### config.mk
export PLATFORM = sky130hd
export DESIGN_NAME = chroma_upsampler
export DESIGN_NICKNAME = d
export VERILOG_FILES = /design/src/rtl/chroma_upsampler.sv
export SDC_FILE = /design/constraint.sdc
export NUM_CORES = 1
export LEC_CHECK = 0
export BUFFER_PORTS_ARGS = -buffer_cell sky130_fd_sc_hd__clkbuf_2
export CAP_MARGIN = 20
export CORE_UTILIZATION = 26
export CTS_BUF_LIST = sky130_fd_sc_hd__clkbuf_8
export DETAILED_ROUTE_END_ITERATION = 10
export PLACE_DENSITY = 0.49
export SETUP_SLACK_MARGIN = 0.5
export SLEW_MARGIN = 40
export SYNTH_ARGS = -nofsm -noshare
export SYNTH_HDL_FRONTEND = slang
export SYNTH_SLANG_ARGS = --single-unit
### constraint.sdc
create_clock -name clk -period 18.7 [get_ports clk]
set_input_delay 2.805 -clock clk [delete_from_list [all_inputs] [get_ports clk]]
set_output_delay 2.805 -clock clk [all_outputs]
set_load 0.02 [all_outputs]
### src/rtl/chroma_upsampler.sv
// chroma_upsampler
//   Horizontal 2x chroma upsampler for one U or V plane in raster order.
//   Every accepted chroma sample U[k] yields a pixel pair: out_even = U[k]
//   and out_odd = a 6-tap half-sample interpolation between U[k] and U[k+1].
//   Samples outside the line are clamped to the first/last sample.
//
//   Build option: define UPSAMPLE_SAT_EN to clamp out_odd to 0..255;
//   without it out_odd is the low byte of the filter result (wraps).
//
// Ports
//   clk        single clock, rising edge
//   rst        synchronous active-high reset
//   in_valid   in_data holds a chroma sample
//   in_ready   sample accepted this cycle
//   in_data    unsigned 8-bit chroma sample
//   out_valid  out_even/out_odd pair is valid
//   out_ready  downstream consumes the pair
//   out_even   chroma for pixel 2k
//   out_odd    interpolated chroma for pixel 2k+1
//   out_last   pair k = SAMPLES_PER_LINE-1
//
// state | meaning
// FILL  | priming the window with samples 0..3 of a new line
// RUN   | each accepted sample k+3 produces pair k
// FLUSH | input blocked; last sample re-shifted 3 times for pairs N-3..N-1
module chroma_upsampler #(
   parameter int SAMPLES_PER_LINE = 160,
   parameter int C1 = 21,
   parameter int C3 = 52,
   parameter int C5 = 159
) (
   input  logic       clk,
   input  logic       rst,
   input  logic       in_valid,
   output logic       in_ready,
   input  logic [7:0] in_data,
   output logic       out_valid,
   input  logic       out_ready,
   output logic [7:0] out_even,
   output logic [7:0] out_odd,
   output logic       out_last
);

   typedef enum logic [1:0] {FILL, RUN, FLUSH} state_t;

   localparam logic [9:0]        LAST_IDX = 10'(SAMPLES_PER_LINE - 1);
   localparam logic signed [19:0] K1 = 20'(C1);
   localparam logic signed [19:0] K3 = 20'(C3);
   localparam logic signed [19:0] K5 = 20'(C5);

   state_t state, state_nxt;
   logic [9:0] cnt;
   logic [1:0] flush_cnt;
   logic [7:0] win [6];
   logic [7:0] win_nxt [6];

   logic out_free, accept;
   logic load_all, shift_in, shift_hold, produce, last_pair;

   logic signed [19:0] s_out, s_mid, s_ctr, acc, acc_sh;
   logic [7:0] odd_nxt;

   assign out_free = !out_valid || out_ready;
   assign in_ready = !rst && (state != FLUSH) && out_free;
   assign accept   = in_valid && in_ready;

   always_ff @(posedge clk) begin
      if (rst) state <= FILL;
      else     state <= state_nxt;
   end

   always_comb begin
      state_nxt  = state;
      load_all   = 1'b0;
      shift_in   = 1'b0;
      shift_hold = 1'b0;
      produce    = 1'b0;
      last_pair  = 1'b0;
      case (state)
         FILL: begin
            if (accept) begin
               if (cnt == 10'd0) load_all = 1'b1;
               else              shift_in = 1'b1;
               if (cnt == 10'd3) begin
                  produce   = 1'b1;
                  // a 4-sample line has nothing left to stream after sample 3
                  state_nxt = (cnt == LAST_IDX) ? FLUSH : RUN;
               end
            end
         end
         RUN: begin
            if (accept) begin
               shift_in = 1'b1;
               produce  = 1'b1;
               if (cnt == LAST_IDX) state_nxt = FLUSH;
            end
         end
         FLUSH: begin
            if (out_free) begin
               shift_hold = 1'b1;
               produce    = 1'b1;
               if (flush_cnt == 2'd0) begin
                  last_pair = 1'b1;
                  state_nxt = FILL;
               end
            end
         end
         default: state_nxt = FILL;
      endcase
   end

   always_ff @(posedge clk) begin
      if (rst) begin
         cnt       <= '0;
         flush_cnt <= '0;
      end else begin
         if (accept) cnt <= (cnt == LAST_IDX) ? 10'd0 : cnt + 10'd1;
         if (state_nxt == FLUSH && state != FLUSH) flush_cnt <= 2'd2;
         else if (shift_hold)                      flush_cnt <= flush_cnt - 2'd1;
      end
   end

   // window holds U[k-2..k+3]; the first sample of a line replicates into all taps
   always_comb begin
      win_nxt = win;
      if (load_all) begin
         for (int i = 0; i < 6; i++) win_nxt[i] = in_data;
      end else if (shift_in || shift_hold) begin
         for (int i = 0; i < 5; i++) win_nxt[i] = win[i + 1];
         win_nxt[5] = shift_in ? in_data : win[5];
      end
   end

   always_ff @(posedge clk) begin
      if (rst) begin
         for (int i = 0; i < 6; i++) win[i] <= '0;
      end else begin
         win <= win_nxt;
      end
   end

   // filter runs on the post-shift window so the pair lands with the shift
   always_comb begin
      s_out  = $signed({12'd0, win_nxt[0]} + {12'd0, win_nxt[5]});
      s_mid  = $signed({12'd0, win_nxt[1]} + {12'd0, win_nxt[4]});
      s_ctr  = $signed({12'd0, win_nxt[2]} + {12'd0, win_nxt[3]});
      acc    = K1 * s_out - K3 * s_mid + K5 * s_ctr + 20'sd128;
      acc_sh = acc >>> 8;
   end

`ifdef UPSAMPLE_SAT_EN
   always_comb begin
      if (acc_sh[19])              odd_nxt = 8'd0;
      else if (acc_sh > 20'sd255)  odd_nxt = 8'hff;
      else                         odd_nxt = acc_sh[7:0];
   end
`else
   logic unused_hi;
   assign unused_hi = ^acc_sh[19:8];
   assign odd_nxt   = acc_sh[7:0];
`endif

   always_ff @(posedge clk) begin
      if (rst) begin
         out_valid <= 1'b0;
         out_even  <= '0;
         out_odd   <= '0;
         out_last  <= 1'b0;
      end else if (produce) begin
         out_valid <= 1'b1;
         out_even  <= win_nxt[2];
         out_odd   <= odd_nxt;
         out_last  <= last_pair;
      end else if (out_ready) begin
         out_valid <= 1'b0;
      end
   end

endmodule

# Yosys cells after proc, flatten, opt, wreduce, memory -nomap -nowiden
# Index checks and enable logic that the tools add are counted.
[totals] memories=0 latchBits=0 mem_bits_rw=0 word_cells=76 reg_bits=80 romBits=0 input_bits=12 output_inout_bits=19
[op_classes] n_reduce_logical=14 shifts=0 mux=31 mul=3 magnitude_cmp=0 n_eq_ne=6 n_addsub=8 div=0 n_bitwise=0
[op_table] cell="$mux 48" count=2
[op_table] cell="$add 8x8->9" count=3
[op_table] cell="$mux 2" count=9
[op_table] cell="$add 16x16->16" count=1
[op_table] cell="$add 16x9->16 const B" count=1
[op_table] cell="$mul 8x9->16 const A" count=1
[op_table] cell="$sub 14x15->16" count=1
[op_table] cell="$mux 1" count=15
[op_table] cell="$mul 5x9->14 const A" count=1
[op_table] cell="$mul 4x9->13 const A" count=1
[op_table] cell="$add 10x1->10 const B" count=1
[op_table] cell="$eq 10x2->1 const B" count=1
[op_table] cell="$eq 10x8->1 const B" count=1
[op_table] cell="$logic_not 10->1" count=1
[op_table] cell="$mux 10" count=1
[op_table] cell="$mux 8" count=1
[op_table] cell="$pmux 2 s3" count=1
[op_table] cell="$eq 2x2->1 const B" count=2
[op_table] cell="$logic_and 1x1->1" count=4
[op_table] cell="$logic_not 2->1" count=2
[op_table] cell="$reduce_bool 2->1" count=2
[op_table] cell="$pmux 1 s3" count=1
[op_table] cell="$eq 2x1->1 const B" count=1
[op_table] cell="$logic_not 1->1" count=2
[op_table] cell="5 further kinds" count=6

# Logic depth before layout (Yosys ltp)
[logic_depth] word_depth=14 ltp_mapped=42 depth_no_buf=41

# Least setup slack after synthesis
# No wires, ideal clock.
[synth_timing] path_type="input -> register" from="input rst" to="register out_odd[7]" setup_slack_ps=7163 path_buffers=4 arrival_ps=11420 required_time_ps=18583 cell_stages=36 setup_time_ps=117 cell_sequence="buf_2 -> nor4b_2 -> buf_4 -> nand4_1 -> buf_4 -> buf_2 -> a21oi_2 -> ha_1 -> inv_1 -> fa_1 -> inv_1 -> a21oi_1 -> o21ai_0 -> xor2_1 -> xnor2_1 -> fa_1 -> inv_1 -> ha_1 -> xor2_1 -> ha_1 -> inv_1 -> fa_1 -> inv_1 -> fa_1 -> inv_1 -> fa_1 -> fa_1 -> fa_1 -> inv_1 -> ha_1 -> and3_1 -> a221o_1 -> o31a_1 -> a31oi_1 -> xnor2_1 -> a22o_1"
[synth_lines] element="from (decl)" line_no="33" source="input logic rst,"
[synth_lines] element="to (signal assigned)" line_no="172" source="out_odd <= odd_nxt;"
[synth_lines] element="to (decl)" line_no="40" source="output logic [7:0] out_odd,"

==> flow_metrics.env <==
export IMPL_holdBufCountCts=0
export IMPL_vias_per_cell=4.29
export IMPL_crit_path_top_delay_cell="buf_4"
export IMPL_grt_pass1_wl_mm=27.3
export IMPL_dp_hpwl_mm=13.5
export IMPL_rsz0062_at_grt="false"
export IMPL_first_global_vias=5296
export IMPL_die_area_um2=30900
export IMPL_fillerInstances=3228
export IMPL_cts_buffer_depth=2
export IMPL_setup_violations=0
export IMPL_cp_common_cell="inv_1"
export IMPL_grt_max_degree=66
export IMPL_period_share=0.655
export IMPL_cp_max_fo=65
export IMPL_synth_top_family_by_area="adder cells"
export IMPL_overflow=0
export IMPL_worstSkewPairLatency_ns=0.39
export IMPL_final_common_cell="inv_1"
export IMPL_seqCellArea_um2=1600
export IMPL_layout_common_cells="inv_1 (153), ha_1 (117), dfxtp_1 (80)"
export IMPL_path_clk_slew_ns=0.09
export IMPL_slowest_delay_ns=0.64
export IMPL_start_util=0.265
export IMPL_num_antenna_cells=0
export IMPL_routedWlPerCell_um=13.6
export IMPL_synth_top_area_frac=0.204
export IMPL_wirelength_mm=16.7
export IMPL_gp_congestion=0.793
export IMPL_drt_iter0_markers=158
export IMPL_cts_htree_levels=3
export IMPL_arrival_ns=12.53
export IMPL_syn_area_um2=7840
export IMPL_crit_family="adder cells"
export IMPL_setup_tns_ns=0
export IMPL_worst_pin_slew_ns=0.822
export IMPL_crit_path_start_kind="input pin"
export IMPL_cts_root_buf="clkbuf_8"
export IMPL_yosysSeqAreaShare=0.204
export IMPL_ant_nets=0
export IMPL_syn_num_nets=1006
export IMPL_port_buffers=30
export IMPL_yosysWarnings=0
export IMPL_grt_use_total=0.114
export IMPL_antenna_found_initial=0
export IMPL_cts_tree="built"
export IMPL_synth_compound_area_share=0.117
export IMPL_ys_seq_elements=80
export IMPL_final_max_slew_viol_count=0
export IMPL_vias=5282
export IMPL_synthAdderAreaFrac=0.358
export IMPL_synthCells=810
export IMPL_relSlewSlack=0.452
export IMPL_die_h_um=176
export IMPL_cp_end_kind="register"
export IMPL_syn_area_per_cell_um2=9.68
export IMPL_finalNetCount=1031
export IMPL_layout_drive_gt1_share=0.135
export IMPL_cts_resized=0
export IMPL_synth_edf_count=0
export IMPL_drt_pass1_iter_count=4
export IMPL_crit_type="in2reg"
export IMPL_min_delay_path_class="reg2reg"
export IMPL_placementRows=63
export IMPL_clock_skew_ns=0.0127
export IMPL_synthDistinctLibCells=48
export IMPL_worstPathRequired_ns=18.98
export IMPL_async_flop_share=0
export IMPL_synth_mux_area_frac=0.0676
export IMPL_yosysTopAreaCell="dfxtp_1"
export IMPL_area_delta_synth_final_pct=10.4
export IMPL_outcome="complete, no violations"
export IMPL_finalHoldViolCount=0
export IMPL_drc=0
export IMPL_multi_input_area_um2=5560
export IMPL_fp_coreArea_um2=29600
export IMPL_synth_xor_area_share=0.0581
export IMPL_io_pins=31
export IMPL_synth_main_ff_cell="dfxtp_1"
export IMPL_synth_area_leaders="dfxtp_1 (20%), ha_1 (19%), fa_1 (17%)"
export IMPL_dp_worst_setup_slack_ns=5.99
export IMPL_setup_ws_ns=6.45
export IMPL_cap_violations=0
export IMPL_post_cts_setup_buffers=0
export IMPL_synth_simple_area_share=0.107
export IMPL_clock_fmax_mhz=81.6
export IMPL_die_w_um=176
export IMPL_numCtsBuffers=9
export IMPL_clock_sinks=80
export IMPL_critPathBufInv=13
export IMPL_min_period_ns=12.25
[cell families (layout without fill, tap and decap cells)]
logic type | count (synthesis) | in the layout
fa+ha+maj | 184 | 184
buf+inv | 174 | 204
simple gates | 144 | 144
compound gates | 124 | 124
flops | 80 | 80
xor+xnor | 52 | 52
mux | 52 | 52
[final timing paths]
path | from | end | slack, ns | depth (start not counted)
max | rst | out_odd[7]$_SDFFE_PP0P_ | 6.45 | 43
min | state[1]$_SDFF_PP0_ | state[0]$_SDFF_PP0_ | 0.48 | 1
max reg2reg | cnt[3]$_SDFFE_PP0N_ | out_odd[7]$_SDFFE_PP0P_ | 8.73 | 40
min reg2reg | state[1]$_SDFF_PP0_ | state[0]$_SDFF_PP0_ | 0.48 | 1
[final cells by class]
class                           count  share of cell area
Inverter                          153              0.0663
Tap cell                          390              0.0564
Multi-Input combinational cell    556               0.643
Timing Repair Buffer               35              0.0225
Clock buffer                        9              0.0143
Sequential cell                    80               0.185
Clock inverter                      7              0.0129
[registers in the layout, summed over array words and instances (netlist names)]
| signal | flops |
|---|---|
| win | 48 |
| cnt | 10 |
| out_even | 8 |
| out_odd | 8 |
| flush_cnt | 2 |
| state | 2 |
| out_last | 1 |
| out_valid | 1 |
[synthesized netlist by cell type, types with 2 or more instances]
master and instances:
buf_6 4, buf_4 2, clkbuf_1 10, nand2_1 18, mux2_2 8, nor2_1 29
a31oi_1 4, xor2_1 21, buf_2 5, a21oi_1 25, inv_1 153, o211ai_1 2
nor2b_1 49, a21o_1 18, o21bai_1 4, and2b_1 3, fa_1 67, mux2i_1 44
and3_1 4, ha_1 117, nor2_4 7, nor3_1 8, nand4_1 6, nand2b_1 4
dfxtp_1 80, xnor2_1 31, nand3_1 3, a22o_1 13, a21oi_2 38, and2_1 4
o21ai_0 12
[per-stage QoR]
| step | util | hold WS (ns) | std cells | area, um^2 |
|---|---|---|---|---|
| detailed placement | 0.284 | 0.459 | 1214 | 8420 |
| global placement | 0.284 | 0.458 | 1213 | 8400 |
| floorplan | - | 0.436 | 810 | 7840 |
| CTS | 0.292 | 0.480 | 1230 | 8660 |
| finish | 0.292 | 0.480 | 1230 | 8660 |
| global route | 0.292 | 0.505 | 1230 | 8660 |
[worst register-to-register path: cells and delay by family, from the launching register on]
kind,cells,cell delay (ns)
AO/OA/AOI/OAI,13,2.29
XOR/XNOR,4,0.83
adder cells (fa/ha/maj),11,4.40
buffers and inverters,8,0.92
flip-flops,1,0.37
multiplexers,1,0.20
AND/OR/NAND/NOR,3,0.82
[routing by layer]
layer  part of all wire  wire length (um)  vias to the layer above  track usage
met5                  0                 0                        -            0
li1                   -                 -                     2694            -
met4              0.018               296                        0       0.0377
met1               0.47              7770                     2535        0.144
met3              0.022               373                       19       0.0180
met2               0.49              8260                       34        0.196
Power is not shown: default switching activity piles up to over one toggle a cycle in this logic, so the estimate is an artifact.
